`config.mk`:
```
export PLATFORM = sky130hd
export DESIGN_NAME = write_forward_buffer
export DESIGN_NICKNAME = d
export VERILOG_FILES = /design/src/rtl/write_forward_buffer.sv
export SDC_FILE = /design/constraint.sdc
export NUM_CORES = 1
export LEC_CHECK = 0
export BUFFER_PORTS_ARGS = -buffer_cell sky130_fd_sc_hd__buf_2
export CORE_UTILIZATION = 35
export DETAILED_ROUTE_END_ITERATION = 12
export SYNTH_ARGS = -nofsm -noshare
export SYNTH_HDL_FRONTEND = slang
export SYNTH_SLANG_ARGS = --single-unit
export TNS_END_PERCENT = 5
```
`constraint.sdc`:
```
create_clock -name clk -period 2.9 [get_ports clk]
set_clock_uncertainty 0.1 [all_clocks]
set_input_delay 0.58 -clock clk [delete_from_list [all_inputs] [get_ports clk]]
set_output_delay 0.58 -clock clk [all_outputs]
set_load 0.03 [all_outputs]
```
`src/rtl/write_forward_buffer.sv`:
```
// Per-table write-history buffer: corrects stale memory read words with the
// newest matching in-flight write (current write, then history slot 0..DEPTH-1).
module wfb_table #(
    parameter int DW              = 4,
    parameter int KW              = 2,
    parameter int DEPTH           = 2,
    parameter int AW              = 2,
    parameter int SIG_AW          = 2,
    parameter int INCLUDE_CURRENT = 1
) (
    input  logic          clk,
    input  logic          reset,
    input  logic          clk_en,
    input  logic          flush_i,
    input  logic          wr_en_i,
    input  logic [AW-1:0] wr_adr_i,
    input  logic [KW-1:0] wr_key_i,
    input  logic [DW-1:0] wr_data_i,
    input  logic          wr_valid_i,
    input  logic          mem_ret_i,
    input  logic [AW-1:0] mem_adr_i,
    input  logic [KW-1:0] mem_key_i,
    input  logic [DW-1:0] mem_data_i,
    input  logic          mem_valid_i,
    output logic          corr_ret_o,
    output logic [KW-1:0] corr_key_o,
    output logic [DW-1:0] corr_data_o,
    output logic          corr_valid_o,
    output logic          corr_hit_o
);
    typedef struct packed {
        logic          used;
        logic [AW-1:0] adr;
        logic [KW-1:0] key;
        logic [DW-1:0] data;
        logic          valid;
    } entry_t;

    typedef struct packed {
        logic          ret;
        logic [KW-1:0] key;
        logic [DW-1:0] data;
        logic          valid;
        logic          hit;
    } corr_t;

    // Only the table's significant address bits take part in the compare.
    localparam logic [AW-1:0] ADR_MASK = AW'((64'd1 << SIG_AW) - 64'd1);

    entry_t [DEPTH-1:0] hist_q, hist_d;
    entry_t             wr_ent;
    corr_t              corr_q, corr_d;
    logic               cur_match;

    assign wr_ent    = '{used: wr_en_i, adr: wr_adr_i, key: wr_key_i, data: wr_data_i, valid: wr_valid_i};
    assign cur_match = wr_en_i && (((wr_adr_i ^ mem_adr_i) & ADR_MASK) == '0);

    // Walk oldest to newest so the last (youngest) match overrides older ones.
    always_comb begin
        corr_d = '{ret: mem_ret_i, key: mem_key_i, data: mem_data_i, valid: mem_valid_i, hit: 1'b0};
        for (int i = DEPTH - 1; i >= 0; i--) begin
            if (hist_q[i].used && (((hist_q[i].adr ^ mem_adr_i) & ADR_MASK) == '0)) begin
                corr_d.key   = hist_q[i].key;
                corr_d.data  = hist_q[i].data;
                corr_d.valid = hist_q[i].valid;
                corr_d.hit   = 1'b1;
            end
        end
        if ((INCLUDE_CURRENT != 0) && cur_match) begin
            corr_d.key   = wr_key_i;
            corr_d.data  = wr_data_i;
            corr_d.valid = wr_valid_i;
            corr_d.hit   = 1'b1;
        end
    end

    always_comb begin
        hist_d = '0;
        if (!flush_i) begin
            hist_d[0] = wr_ent;
            for (int i = 1; i < DEPTH; i++) hist_d[i] = hist_q[i-1];
        end
    end

    always_ff @(posedge clk or posedge reset) begin
        if (reset) begin
            hist_q <= '0;
            corr_q <= '0;
        end else if (clk_en) begin
            hist_q <= hist_d;
            corr_q <= corr_d;
        end
    end

    assign corr_ret_o   = corr_q.ret;
    assign corr_key_o   = corr_q.key;
    assign corr_data_o  = corr_q.data;
    assign corr_valid_o = corr_q.valid;
    assign corr_hit_o   = corr_q.hit;
endmodule

module write_forward_buffer #(
    parameter int DATA_WIDTH         = 4,
    parameter int KEY_WIDTH          = 2,
    parameter int NUMBER_OF_TABLES   = 3,
    parameter int FORWARD_DEPTH      = 2,
    parameter int MAX_HASH_ADR_WIDTH = 2,
    parameter int HASH_TABLE_ADR_WIDTH [NUMBER_OF_TABLES-1:0] = '{2, 2, 2},
    parameter int INCLUDE_CURRENT    = 1
) (
    input  logic                          clk,
    input  logic                          reset,
    input  logic                          clk_en,
    input  logic                          flush_i,
    input  logic                          wr_en_i      [NUMBER_OF_TABLES-1:0],
    input  logic [MAX_HASH_ADR_WIDTH-1:0] wr_adr_i     [NUMBER_OF_TABLES-1:0],
    input  logic [KEY_WIDTH-1:0]          wr_key_i     [NUMBER_OF_TABLES-1:0],
    input  logic [DATA_WIDTH-1:0]         wr_data_i    [NUMBER_OF_TABLES-1:0],
    input  logic                          wr_valid_i   [NUMBER_OF_TABLES-1:0],
    input  logic                          mem_ret_i    [NUMBER_OF_TABLES-1:0],
    input  logic [MAX_HASH_ADR_WIDTH-1:0] mem_adr_i    [NUMBER_OF_TABLES-1:0],
    input  logic [KEY_WIDTH-1:0]          mem_key_i    [NUMBER_OF_TABLES-1:0],
    input  logic [DATA_WIDTH-1:0]         mem_data_i   [NUMBER_OF_TABLES-1:0],
    input  logic                          mem_valid_i  [NUMBER_OF_TABLES-1:0],
    output logic                          corr_ret_o   [NUMBER_OF_TABLES-1:0],
    output logic [KEY_WIDTH-1:0]          corr_key_o   [NUMBER_OF_TABLES-1:0],
    output logic [DATA_WIDTH-1:0]         corr_data_o  [NUMBER_OF_TABLES-1:0],
    output logic                          corr_valid_o [NUMBER_OF_TABLES-1:0],
    output logic                          corr_hit_o   [NUMBER_OF_TABLES-1:0]
);
    for (genvar t = 0; t < NUMBER_OF_TABLES; t++) begin : g_tbl
        wfb_table #(
            .DW(DATA_WIDTH), .KW(KEY_WIDTH), .DEPTH(FORWARD_DEPTH), .AW(MAX_HASH_ADR_WIDTH),
            .SIG_AW(HASH_TABLE_ADR_WIDTH[t]), .INCLUDE_CURRENT(INCLUDE_CURRENT)
        ) u_tbl (
            .clk(clk), .reset(reset), .clk_en(clk_en), .flush_i(flush_i),
            .wr_en_i(wr_en_i[t]), .wr_adr_i(wr_adr_i[t]), .wr_key_i(wr_key_i[t]),
            .wr_data_i(wr_data_i[t]), .wr_valid_i(wr_valid_i[t]),
            .mem_ret_i(mem_ret_i[t]), .mem_adr_i(mem_adr_i[t]), .mem_key_i(mem_key_i[t]),
            .mem_data_i(mem_data_i[t]), .mem_valid_i(mem_valid_i[t]),
            .corr_ret_o(corr_ret_o[t]), .corr_key_o(corr_key_o[t]), .corr_data_o(corr_data_o[t]),
            .corr_valid_o(corr_valid_o[t]), .corr_hit_o(corr_hit_o[t])
        );
    end
endmodule

```
==> impl_metrics.csv <==
group,metric,value,unit
detailed_routing,drtPass1Iterations,6,
clock_network,clk_pin_slew,0.06,ns
sta,slew_violations,0,
global_route,grt_overflow,0,
logic_synthesis,yosysTopAreaCell,"dfrtp_1",
die,die_height,111,um
worst_setup_path,cp_data_required_time,3.00,ns
detailed_routing,via_per_inst,5.31,
logic_synthesis,synth-xor-area-share,0.0491,
worst_setup_path,crit_type,"reg2reg",
clock_network,clockBufferDepth,2,
clock_network,numCtsBuffers,9,
die,die-width,111,um
detailed_routing,route.vias.total,3292,
global_route,grt_max_degree,49,
die,start_util,0.360,
sta,min_period,1.83,ns
placed_design,portBuffers,90,
placed_design,dpl.hpwl,7200,um
die,num_rows,39,
placed_design,gp_congestion,0.867,
run_status,status,"finished, final reports clean",
logic_synthesis,avgSynthCellArea,10.4,um2
sta,fmax,548,MHz
sta,fin_setup_tns,0,ns
global_route,grt_pass1_vias,3325,
logic_synthesis,synth_simple_gate_area_frac,0.112,
worst_setup_path,reg2regPathDepth,4,
logic_synthesis,synthMuxAreaShare,0.00818,
clock_network,cts-root-buf,"clkbuf_16",
clock_network,ctsResizeCount,0,
worst_setup_path,critPathLaunchType,"flop",
layout,post-route-util,0.433,
logic_synthesis,yosysWarningCount,0,
layout,area_delta_synth_final,20.2,%
power_and_ir_drop,vdd_drop_max,0.316,mV
logic_synthesis,synth_cell_types,27,
layout,fin_nets,535,
logic_synthesis,netlist_instances,397,
logic_synthesis,syn_area,0.00413,mm2
logic_synthesis,synth-seq-area-share,0.527,
global_route,grt_pass1_wl,17300,um
clock_network,h-tree-depth,3,
detailed_routing,routed_wl,10300,um
die,ios,91,
worst_setup_path,r2r_slack,1.07,ns
worst_setup_path,r2r-end,"g_tbl[0].u_tbl.corr_data_o[3]",
flow_run,maxCapViolations,0,
logic_synthesis,synth_compound_area_frac,0.233,
placed_design,pre_cts_slack,0.812,ns
power_and_ir_drop,leakagePower,2.22,nW
sta,hold_viol_final,0,
detailed_routing,ant_nets,0,
logic_synthesis,yosys.area.top_type_share,0.527,
clock_network,clk_latency,0.33,ns
global_route,grt_antenna_before_repair,1,
min_path,hold_path_class,"in2async",
clock_network,holdBufCountCts,0,
worst_setup_path,crit_path_max_fanout,8,
detailed_routing,drc,0,
power_and_ir_drop,powerDensity,629,mW/mm2
logic_synthesis,synth_area_leaders,"dfrtp_1 (53%), a22o_1 (4.9%), a211oi_1 (3.8%)",
logic_synthesis,ys_seq_elements,87,
sta,setup_violations,0,
logic_synthesis,synthAdderAreaFrac,0,
worst_setup_path,crit_path_end_kind,"flop",
detailed_routing,drt_iter0_markers,152,
clock_network,cts_tree,"yes",
logic_synthesis,syn_nets,461,
logic_synthesis,synth_top_family_by_area,"compound AO/OA/AOI/OAI gates",
sta,setup_ws,1.07,ns
die,coreArea,0.0115,mm2
sta,rsz0062_at_grt,"false",
clock_network,cts_sinks,87,
global_route,grt_usage,0.177,
worst_setup_path,cp_data_arrival_time,1.93,ns
sta,fin_crit_sh,0.629,
sta,relSlewSlack,0.569,
die,die_area,0.0122,mm2
sta,worst_slew_pin_slew,0.645,ns
clock_network,cts_setup_buffers,0,
detailed_routing,routedWlPerCell,16.7,um
layout,layout-drive-gt1-share,0.267,
worst_setup_path,r2r_start,"g_tbl[0].u_tbl.hist_q[18]",
-- sequential cells by signal (all words and copies together), names as in the netlist --
register,cells
g_tbl.u_tbl.corr_data_o,12
g_tbl.u_tbl.corr_hit_o,3
g_tbl.u_tbl.corr_key_o,6
g_tbl.u_tbl.corr_ret_o,3
g_tbl.u_tbl.corr_valid_o,3
g_tbl.u_tbl.hist_q,60
-- critical path, stage by stage (launching register included) --
cell and delay (ns):
dfrtp_1 0.41, xor2_2 0.24, or3_1 0.51, a211oi_1 0.31, o31ai_1 0.12
-- cell type report --
type	count	area, um2
tap	143	179
sequential	87	2180
antenna	1	2.50
timing repair buffer	99	531
clock inverter	5	56.3
clock buffer	11	253
fill	1108	6500
multi-input combinational	248	1670
inverter	26	101
-- power by group --
group	switching [mW]	leakage, nW	total, mW	internal, mW
Combinational	0.351	0.946	0.550	0.199
Sequential	0.0709	1.12	1.40	1.33
Clock	0.463	0.152	1.18	0.713
Total	0.885	2.22	3.12	2.24
-- cell usage after synthesis --
| library cell | instances |
|---|---|
| a22o_1 | 23 |
| nand2_1 | 41 |
| buf_2 | 1 |
| nor2_1 | 25 |
| clkbuf_1 | 19 |
| o31ai_1 | 21 |
| buf_1 | 4 |
| o2bb2ai_1 | 13 |
| nor4_1 | 21 |
| or3_1 | 3 |
| buf_6 | 3 |
| clkinv_1 | 3 |
| and4_1 | 2 |
| a2bb2oi_1 | 7 |
| and3_1 | 3 |
| o22ai_1 | 15 |
| inv_1 | 23 |
| xnor2_1 | 12 |
| xor2_2 | 6 |
| a41oi_1 | 3 |
| o21ai_0 | 9 |
| a211oi_1 | 21 |
| nand3_1 | 6 |
| dfrtp_1 | 87 |
| buf_4 | 9 |
| mux2_2 | 3 |
| a22oi_1 | 14 |
-- cell usage in the layout, fill, tap and decap left out, types with 15 or more instances in the layout --
master / Yosys / final
o22ai_1: 15 / 15
dfrtp_1: 87 / 87
nand2_1: 41 / 41
nor4_1: 21 / 21
o31ai_1: 21 / 21
a22o_1: 23 / 23
nor2_1: 25 / 24
inv_1: 23 / 21
buf_2: 1 / 90
a211oi_1: 21 / 21
-- logic make-up (layout without fill, tap and decap cells) --
kind of cell / count (synthesis) / count (layout)
other cells: 0 / 1
flops: 87 / 87
xor+xnor: 18 / 18
mux: 3 / 3
buf+inv: 62 / 141
simple gates: 101 / 101
compound gates: 126 / 126
-- worst max path at each step --
stage	to	slack (ns)	start
global placement	g_tbl[0].u_tbl.corr_valid_o	0.83	mem_adr_i[1]
detailed placement	g_tbl[0].u_tbl.corr_data_o[3]	0.81	mem_adr_i[1]
floorplan	g_tbl[0].u_tbl.corr_data_o[0]	1.12	mem_adr_i[1]
CTS	g_tbl[0].u_tbl.corr_data_o[3]	1.08	g_tbl[0].u_tbl.hist_q[18]
global route	g_tbl[1].u_tbl.corr_valid_o	0.98	g_tbl[1].u_tbl.hist_q[18]
finish	g_tbl[0].u_tbl.corr_data_o[3]	1.07	g_tbl[0].u_tbl.hist_q[18]
-- stage by stage --
| step | instances | hold slack [ns] | total power, mW | instance area, um2 |
|---|---|---|---|---|
| after detailed placement | 603 | 0.393 | 1.97 | 4650 |
| after floorplan | 397 | 0.362 | 1.80 | 4130 |
| after global placement | 603 | 0.387 | 1.96 | 4650 |
| final | 620 | 0.232 | 3.12 | 4960 |
| after global routing | 619 | 0.284 | 3.28 | 4960 |
| after CTS | 619 | 0.241 | 3.16 | 4960 |
-- routing by layer --
layer | share of wire | GRT usage
met5 | 0 | 0
met4 | 0.011 | 0.0524
met1 | 0.46 | 0.246
met2 | 0.47 | 0.277
met3 | 0.053 | 0.0395
Note: power is estimated with default switching activity, not from simulation.
